[config.mk]
export PLATFORM = sky130hd
export DESIGN_NAME = sram_axi_arbiter
export DESIGN_NICKNAME = d
export VERILOG_FILES = /design/src/rtl/sram_axi_pkg.sv /design/src/rtl/sram_axi_grant.sv /design/src/rtl/sram_axi_arbiter.sv
export SDC_FILE = /design/constraint.sdc
export NUM_CORES = 1
export LEC_CHECK = 0
export CAP_MARGIN = 20
export CORE_MARGIN = 3
export CORE_UTILIZATION = 38
export CTS_CLUSTER_SIZE = 10
export DETAILED_ROUTE_END_ITERATION = 10
export PLACE_DENSITY = 0.76
export SLEW_MARGIN = 20
export SYNTH_ARGS = -nofsm -noshare
export SYNTH_HDL_FRONTEND = slang
export SYNTH_SLANG_ARGS = --single-unit
[constraint.sdc]
create_clock -name clk -period 1.7 [get_ports clk]
set_clock_uncertainty 0.05 [all_clocks]
set_input_delay 0.255 -clock clk [delete_from_list [all_inputs] [get_ports clk]]
set_output_delay 0.255 -clock clk [all_outputs]
set_load 0.05 [all_outputs]
[src/rtl/sram_axi_pkg.sv]
`default_nettype none
// ============================================================================
// Module      : sram_axi_pkg
// Description : Shared types and constants for the SRAM-to-AXI arbiter:
//               FSM state encoding, AXI ID values and fixed burst attributes.
// Revision    : 1.0 - initial release
// ============================================================================
package sram_axi_pkg;

  // One transaction in flight; the FSM walks a read or a write path.
  typedef enum logic [2:0] {
    IDLE = 3'd0,
    AR   = 3'd1,
    R    = 3'd2,
    AW_W = 3'd3,
    B    = 3'd4
  } state_t;

  // AXI ID tags identifying the requesting port.
  localparam logic [3:0] ID_INST = 4'd0;
  localparam logic [3:0] ID_DATA = 4'd1;

  // Every transfer is a single 32-bit INCR beat.
  localparam logic [7:0] AXI_LEN        = 8'd0;
  localparam logic [2:0] AXI_SIZE       = 3'b010;
  localparam logic [1:0] AXI_BURST_INCR = 2'b01;

  // Bit positions inside the one-hot grant vector.
  localparam int GRANT_INST = 0;
  localparam int GRANT_DATA = 1;

endpackage
`default_nettype wire

[src/rtl/sram_axi_grant.sv]
`default_nettype none
// ============================================================================
// Module      : sram_axi_grant
// Description : Two-way grant between instruction and data requests.
//               Returns a one-hot grant (bit 0 = inst, bit 1 = data).
//               ARB_ROUND_ROBIN_EN defined   : round-robin on collisions.
//               ARB_ROUND_ROBIN_EN undefined : data always beats inst.
// Revision    : 1.0 - initial release
// ============================================================================
module sram_axi_grant
  import sram_axi_pkg::*;
(
`ifdef ARB_ROUND_ROBIN_EN
  input  logic       clk,
  input  logic       resetn,
  input  logic       update,
`endif
  input  logic       inst_req,
  input  logic       data_req,
  output logic [1:0] grant
);

`ifdef ARB_ROUND_ROBIN_EN
  // Winner of the most recent collision: 0 = inst, 1 = data.
  logic last_grant;

  // Only contested grants move the pointer, so a repeated collision
  // hands the bus to the port that lost the previous one.
  always_ff @(posedge clk or negedge resetn) begin
    if (!resetn) begin
      last_grant <= 1'b0;
    end else if (update && inst_req && data_req) begin
      last_grant <= grant[GRANT_DATA];
    end
  end

  // Collision goes to the port not granted last time.
  always_comb begin
    grant = 2'b00;
    if (inst_req && data_req) begin
      grant[GRANT_DATA] = ~last_grant;
      grant[GRANT_INST] = last_grant;
    end else begin
      grant[GRANT_DATA] = data_req;
      grant[GRANT_INST] = inst_req;
    end
  end
`else
  // Fixed priority: a data request always masks the instruction request.
  always_comb begin
    grant             = 2'b00;
    grant[GRANT_DATA] = data_req;
    grant[GRANT_INST] = inst_req & ~data_req;
  end
`endif

endmodule
`default_nettype wire

[src/rtl/sram_axi_arbiter.sv]
`default_nettype none
// ============================================================================
// Module      : sram_axi_arbiter
// Description : Shares one single-beat AXI master between the instruction
//               (read-only) and data (read/write) SRAM-like ports. Exactly one
//               transaction is outstanding at a time.
//               Optional macro ARB_ROUND_ROBIN_EN selects round-robin grant.
// Revision    : 1.0 - initial release
// ============================================================================
module sram_axi_arbiter (
  input  logic        clk,
  input  logic        resetn,
  // instruction port
  input  logic        inst_req,
  input  logic [31:0] inst_addr,
  output logic        inst_addr_ok,
  output logic        inst_data_ok,
  output logic [31:0] inst_rdata,
  // data port
  input  logic        data_req,
  input  logic        data_wr,
  input  logic [3:0]  data_wstrb,
  input  logic [31:0] data_addr,
  input  logic [31:0] data_wdata,
  output logic        data_addr_ok,
  output logic        data_data_ok,
  output logic [31:0] data_rdata,
  // AXI read address / data
  output logic [3:0]  arid,
  output logic [31:0] araddr,
  output logic        arvalid,
  input  logic        arready,
  input  logic [31:0] rdata,
  input  logic        rvalid,
  output logic        rready,
  // AXI write address / data / response
  output logic [31:0] awaddr,
  output logic        awvalid,
  input  logic        awready,
  output logic [31:0] wdata,
  output logic [3:0]  wstrb,
  output logic        wvalid,
  input  logic        wready,
  input  logic        bvalid,
  output logic        bready
);
  import sram_axi_pkg::*;

  state_t     state;
  logic       src_data;   // 1 when the in-flight transaction belongs to the data port
  logic       aw_done;
  logic       w_done;
  logic [1:0] grant;
  logic       idle;
  logic       aw_fire;
  logic       w_fire;
  logic       aw_all;
  logic       w_all;

  // Acceptance is only possible in IDLE and never while reset is held.
  assign idle         = (state == IDLE) && resetn;
  assign inst_addr_ok = idle && grant[GRANT_INST];
  assign data_addr_ok = idle && grant[GRANT_DATA];

  assign aw_fire = awvalid && awready;
  assign w_fire  = wvalid && wready;
  assign aw_all  = aw_done || aw_fire;
  assign w_all   = w_done || w_fire;

  sram_axi_grant u_grant (
`ifdef ARB_ROUND_ROBIN_EN
    .clk      (clk),
    .resetn   (resetn),
    .update   (idle),
`endif
    .inst_req (inst_req),
    .data_req (data_req),
    .grant    (grant)
  );

  // Transaction sequencer: latches the granted request and walks AR/R or AW+W/B.
  always_ff @(posedge clk or negedge resetn) begin
    if (!resetn) begin
      state        <= IDLE;
      src_data     <= 1'b0;
      aw_done      <= 1'b0;
      w_done       <= 1'b0;
      arvalid      <= 1'b0;
      rready       <= 1'b0;
      awvalid      <= 1'b0;
      wvalid       <= 1'b0;
      bready       <= 1'b0;
      inst_data_ok <= 1'b0;
      data_data_ok <= 1'b0;
      inst_rdata   <= 32'd0;
      data_rdata   <= 32'd0;
      arid         <= ID_INST;
      araddr       <= 32'd0;
      awaddr       <= 32'd0;
      wdata        <= 32'd0;
      wstrb        <= 4'd0;
    end else begin
      inst_data_ok <= 1'b0;
      data_data_ok <= 1'b0;
      case (state)
        IDLE: begin
          if (grant[GRANT_DATA]) begin
            src_data <= 1'b1;
            if (data_wr) begin
              awaddr  <= data_addr;
              wdata   <= data_wdata;
              wstrb   <= data_wstrb;
              awvalid <= 1'b1;
              wvalid  <= 1'b1;
              aw_done <= 1'b0;
              w_done  <= 1'b0;
              state   <= AW_W;
            end else begin
              araddr  <= data_addr;
              arid    <= ID_DATA;
              arvalid <= 1'b1;
              state   <= AR;
            end
          end else if (grant[GRANT_INST]) begin
            src_data <= 1'b0;
            araddr   <= inst_addr;
            arid     <= ID_INST;
            arvalid  <= 1'b1;
            state    <= AR;
          end
        end
        AR: begin
          if (arready) begin
            arvalid <= 1'b0;
            rready  <= 1'b1;
            state   <= R;
          end
        end
        R: begin
          if (rvalid) begin
            rready <= 1'b0;
            if (src_data) begin
              data_rdata   <= rdata;
              data_data_ok <= 1'b1;
            end else begin
              inst_rdata   <= rdata;
              inst_data_ok <= 1'b1;
            end
            state <= IDLE;
          end
        end
        AW_W: begin
          if (aw_fire) begin
            awvalid <= 1'b0;
            aw_done <= 1'b1;
          end
          if (w_fire) begin
            wvalid <= 1'b0;
            w_done <= 1'b1;
          end
          if (aw_all && w_all) begin
            aw_done <= 1'b0;
            w_done  <= 1'b0;
            bready  <= 1'b1;
            state   <= B;
          end
        end
        B: begin
          if (bvalid) begin
            bready       <= 1'b0;
            data_data_ok <= 1'b1;
            state        <= IDLE;
          end
        end
        default: state <= IDLE;
      endcase
    end
  end

endmodule
`default_nettype wire

# Word level (Yosys, flattened, before mapping)
# Index checks and enable logic that the tools add are counted.
# totals
word_cells	113
ff_bits	181
out_inout_bits	177
# op_classes
eq_ne	17
bitwise_logic	3
mux	48
reduce_logical	27
# ops
cell	count
$mux W32	3
$mux W1	26
$reduce_and A4 Y1	5
$mux W3	6
$ne A2 B2 Y1 const B	9
$reduce_and A3 Y1	6
$pmux W1 S2	8
$pmux W3 S5	1
$mux W4	3
$ne A3 B3 Y1 const B	4
$reduce_bool A2 Y1	5
$eq A3 B2 Y1 const B	2
$logic_and A1 B1 Y1	6
$reduce_and A5 Y1	1
$eq A3 B1 Y1 const B	1
$eq A3 B3 Y1 const B	1
$logic_not A3 Y1	1
$logic_or A1 B1 Y1	2
$mux W2	1
$not A1 Y1	2
$reduce_and A2 Y1	1
$and A1 B1 Y1	1

# Longest topological paths before layout
# logic_depth
ltp_word	5
ltp_mapped	6

# Cells and area by module
# From an unflattened synthesis, not the netlist that was laid out.
# hier_totals
cells_unflattened	457
hier_area_um2	7188.1
# modules_own_cells
module	seq_area_each_um2	n_inst	cells_each	area_per_inst_um2
sram_axi_arbiter	4454.3	1	455	7166.9
sram_axi_grant	0.0	1	2	21.3

# Worst setup path after synthesis
# OpenSTA, ideal clock, no wires.
# synth_timing
kind	register to output
start	register state[1]
end	output port inst_addr_ok
t_required_ns	1.395
setup_slack_ns	-0.138
arrival_time_ns	1.533
stages_incl_launch_ff	5
path_cell_list	dfrtp_1 > buf_2 > nor3_2 > nand2_1 > nor2_1
# synth_between
elab_chain_cells	3
# synth_rtl
item	line_no	source
from (decl)	sram_axi_arbiter.sv:49	state_t state;
from (signal assigned)	sram_axi_arbiter.sv:84	state <= IDLE;
from (signal assigned)	sram_axi_arbiter.sv:117	state <= AW_W;
from (signal assigned)	sram_axi_arbiter.sv:122	state <= AR;
$logic_not A3 Y1	sram_axi_arbiter.sv:61	assign idle = (state == IDLE) && resetn;
$logic_and A1 B1 Y1	sram_axi_arbiter.sv:61	
$logic_and A1 B1 Y1	sram_axi_arbiter.sv:62	assign inst_addr_ok = idle && grant[GRANT_INST];
to (decl)	sram_axi_arbiter.sv:16	output logic inst_addr_ok,
# Every way passes these cells.

# Worst setup path in the final report
# layout_timing
start	register state[2]
end	output port data_addr_ok
# layout_between
elab_chain_cells	3
# layout_rtl
item	line_no	source
$logic_not A3 Y1	sram_axi_arbiter.sv:61	
$logic_and A1 B1 Y1	sram_axi_arbiter.sv:61	
$logic_and A1 B1 Y1	sram_axi_arbiter.sv:63	assign data_addr_ok = idle && grant[GRANT_DATA];
to (decl)	sram_axi_arbiter.sv:25	output logic data_addr_ok,
# Every way passes these cells.

==> key figures <==
Run status
  – Outcome: complete, but fails checks
  – Failing checks: setup timing

STA
  – Tcrit/Tclk final: 112%
  – Fin crit period: roughly 1.9 ns
  – Hold slack: 0.220 ns
  – Max Clock Freq: ~520 MHz
  – Worst relative slew slack: 28.5%
  – Final setup vio count: ~170
  – RSZ-0062 raised after global routing: yes
  – Fin. Hold Viols: 0
  – Slew Viols, Final: 0
  – Final worst slack: -0.210 ns
  – Worst-Margin Slew: 1.07 ns

Worst setup path
  – Reg2Reg Depth: 7
  – Worst R2R Setup Slack: -0.20 ns
  – CP arrival: roughly 1.6 ns
  – Crit path depth: 5
  – Slowest cell on crit path: dfrtp_1
  – RR Endpoint: wdata[2]$_DFFE_PN0P_
  – Setup CP Type: reg2out
  – Family with the most delay on the worst path: flip-flops
  – Startpoint types: register
  – Critical Path Most Common Cell: buf_6
  – Crit path buffers/inverters: 3
  – Crit path from: state[2]$_DFFE_PN0P_
  – CP Capture Point: data_addr_ok
  – Critical Path Sink Type: output port
  – Crit-path cells: buf_6, nor3_4, buf_6, and3_4, buf_12
  – Crit path max fanout: 3
  – FF-to-FF Start: state[2]$_DFFE_PN0P_
  – Max stage delay on crit path: 0.43 ns
  – Critical Path RT: roughly 1.4 ns

Routing
  – Initial DRC count: ~180
  – Drt via density: roughly 4.8
  – Pre-Repair DR Iteration Count: 4
  – Routed Antenna Nets: 0
  – Vias: approximately 5,200
  – Total wire length: 21,900 um
  – Wire per inst: just over 20 um
  – DRC errors left: 0

Place
  – DPL Wire Length: about 14,000 um
  – Final estimated routing congestion in global placement: ~0.85
  – Pre-CTS setup slack: -0.392 ns
  – Port Buf Inserts: about 320

Floorplanning
  – Initial Util: about two fifths
  – I/O pin count: 319
  – Core area: roughly 19,000 um^2
  – Vert. Die Dim: between 100 and 150 um
  – FP Rows: 50
  – Die Area: 21,100 um^2
  – Chip Width: approximately 150 um

Cells and area
  – Filler cells: 1,403
  – Share of layout cells above drive strength 1: a little under three fifths
  – NumNets Final: ~960
  – Layout overhead on the synthesized area: 64.5%
  – Area occupied by multi-input gates: approximately 3200 um^2
  – End-of-flow core utilization: 64.1%
  – Seq. cell area: between 4000 and 5000 um^2
  – Ant. Diodes: 0

Global route
  – Vias in the first global route: ~5,700
  – Largest net degree at the start of global routing: about 170
  – Overflow left after global routing: 0
  – Initial antenna violation count: 0
  – Tot GR Track Use: 19.6%
  – First-pass GRT wire length: between 30,000 and 40,000 um

Pwr
  – Peak supply drop: approximately 1.2 mV
  – Pwr dens: approximately 2400 nW/um^2
  – Pint: ~16 mW
  – P_leak: around 5.6 nW
  – Switching Share: a little under half
  – Total power draw: just under 30 mW
  – Clock power share: between 10 and 15%
  – Part of the power in registers: a little over a quarter
  – P_sw: around 13 mW
  – Combinational Power Share: 58.8%

Synthesis
  – Synthesized instance count: about 460
  – Async S/R FF share, synth: 100%
  – Count leader, synth: dfrtp_1
  – Area contributors post-synth: dfrtp_1 (61%), mux2_2 (21%), mux2_4 (5.9%), mux2_1 (4.1%), buf_6 (1.8%)
  – Commonest cells post-synth: dfrtp_1 (178), mux2_2 (140), mux2_4 (29)
  – Number of library cell types mapped by synthesis: 34
  – Avg Inst Size Synth: about 16 um^2
  – Warnings, synthesis: 0
  – Main synth FF type: dfrtp_1
  – Sequential area share after synthesis: about three fifths
  – Synthesized area: 7360 um^2
  – Yosys reg bits: between 150 and 200
  – Number of flops mapped to enable cells by yosys: 0
  – Post-synth top area share: between 60% and 70%
  – Yosys top cell by area: dfrtp_1

Clock tree
  – Root Driver: clkbuf_16
  – CTS Buffer Depth: 2
  – # clock sinks: about 180
  – Skew-Pair Late Insertion Delay: between 0.4 and 0.5 ns
  – Reg clk slew, reported paths: approximately 0.070 ns
  – CTS tree: yes
  – H-tree Lvls: 4
  – CTS Buf Count: 17

Job
  – # Max-Cap Violations: 0

Worst hold path
  – Hold Path Class: in2async
through the flow:
step / std cells / cell area [um^2] / TNS [ns]
floorplan: 458 / 7390 / -4.85
global route: 1086 / 12100 / -27.16
CTS: 1081 / 11600 / -20.20
finish: 1086 / 12100 / -21.94
detailed placement: 1028 / 10500 / -30.45
global placement: 1028 / 10500 / -27.39
worst min-delay path by stage:
| stage | start | endpoint | slack [ns] | depth (start not counted) |
|---|---|---|---|---|
| 2_1_floorplan | resetn | araddr[0]$_DFFE_PN0P_ | -0.09 | 0 |
| 3_3_place_gp | resetn | araddr[23]$_DFFE_PN0P_ | 0.02 | 1 |
| 3_5_place_dp | resetn | araddr[23]$_DFFE_PN0P_ | 0.02 | 1 |
| 4_1_cts | data_req | src_data$_DFFE_PN0P_ | 0.19 | 2 |
| 5_1_grt | resetn | awaddr[20]$_DFFE_PN0P_ | 0.24 | 2 |
| 6_report | resetn | awaddr[20]$_DFFE_PN0P_ | 0.22 | 2 |
registers in the layout, indices dropped and copies added (netlist names), 3 cells and up:
| signal | count |
|---|---|
| awaddr | 32 |
| wdata | 32 |
| data_rdata | 32 |
| state | 3 |
| araddr | 32 |
| wstrb | 4 |
| inst_rdata | 32 |
per-layer routing:
metal / vias to the layer above / track usage [%] / share of wire (%)
li1: 2337 / - / -
met1: 2640 / 23.1 / 41
met2: 208 / 34.4 / 50
met3: 29 / 6.40 / 6.7
met4: 0 / 5.65 / 1.8
met5: - / 0 / 0
power groups by stage:
| stage | combinational [mW] | sequential (mW) | clock, mW |
|---|---|---|---|
| 4_1_cts | 16.0 | 7.61 | 4.34 |
| 5_1_grt | 17.6 | 7.96 | 4.52 |
| 6_report | 17.0 | 7.70 | 4.24 |
| 3_5_place_dp | 15.3 | 7.65 | 0 |
| 3_3_place_gp | 15.1 | 7.55 | 0 |
| 2_1_floorplan | 3.21 | 14.7 | 0 |
what timing repair did:
action                     in CTS  in global routing
setup buffers                  13                  5
cloned                          8                  4
pin swaps                       1                  3
hold endpoints to repair        7                  0
hold buffers                    1                  0
gates resized for setup        40                124
setup endpoints to repair     163                171
placed cells by master (no fill, tap or decap), drive strengths merged, types with 5 or more instances in the layout:
master and instances:
clkdlybuf4s50 139, clkbuf 22, dfrtp 178, inv 7, clkinv 5, buf 220, mux2 196, a21oi 5
nand2 7, nor2 5
layout make-up:
class / count / area share, %
clock buffers: 18 / 3.63
inverters: 2 / 0.0620
clock inverters: 14 / 1.62
well taps: 260 / 2.69
repair buffers: 364 / 28.8
multi-input cells: 250 / 26.4
flip-flops and latches: 178 / 36.8
cells by family (layout without fill, tap and decap cells):
family | Yosys count | in the layout | synth area share (%)
mux | 196 | 196 | 31.5
flops | 178 | 178 | 60.5
buf+inv | 30 | 398 | 3.11
simple gates | 27 | 27 | 2.43
compound gates | 24 | 24 | 2.43
other cells | 1 | 3 | 0.0509
Power figures use the tool's default switching activity.
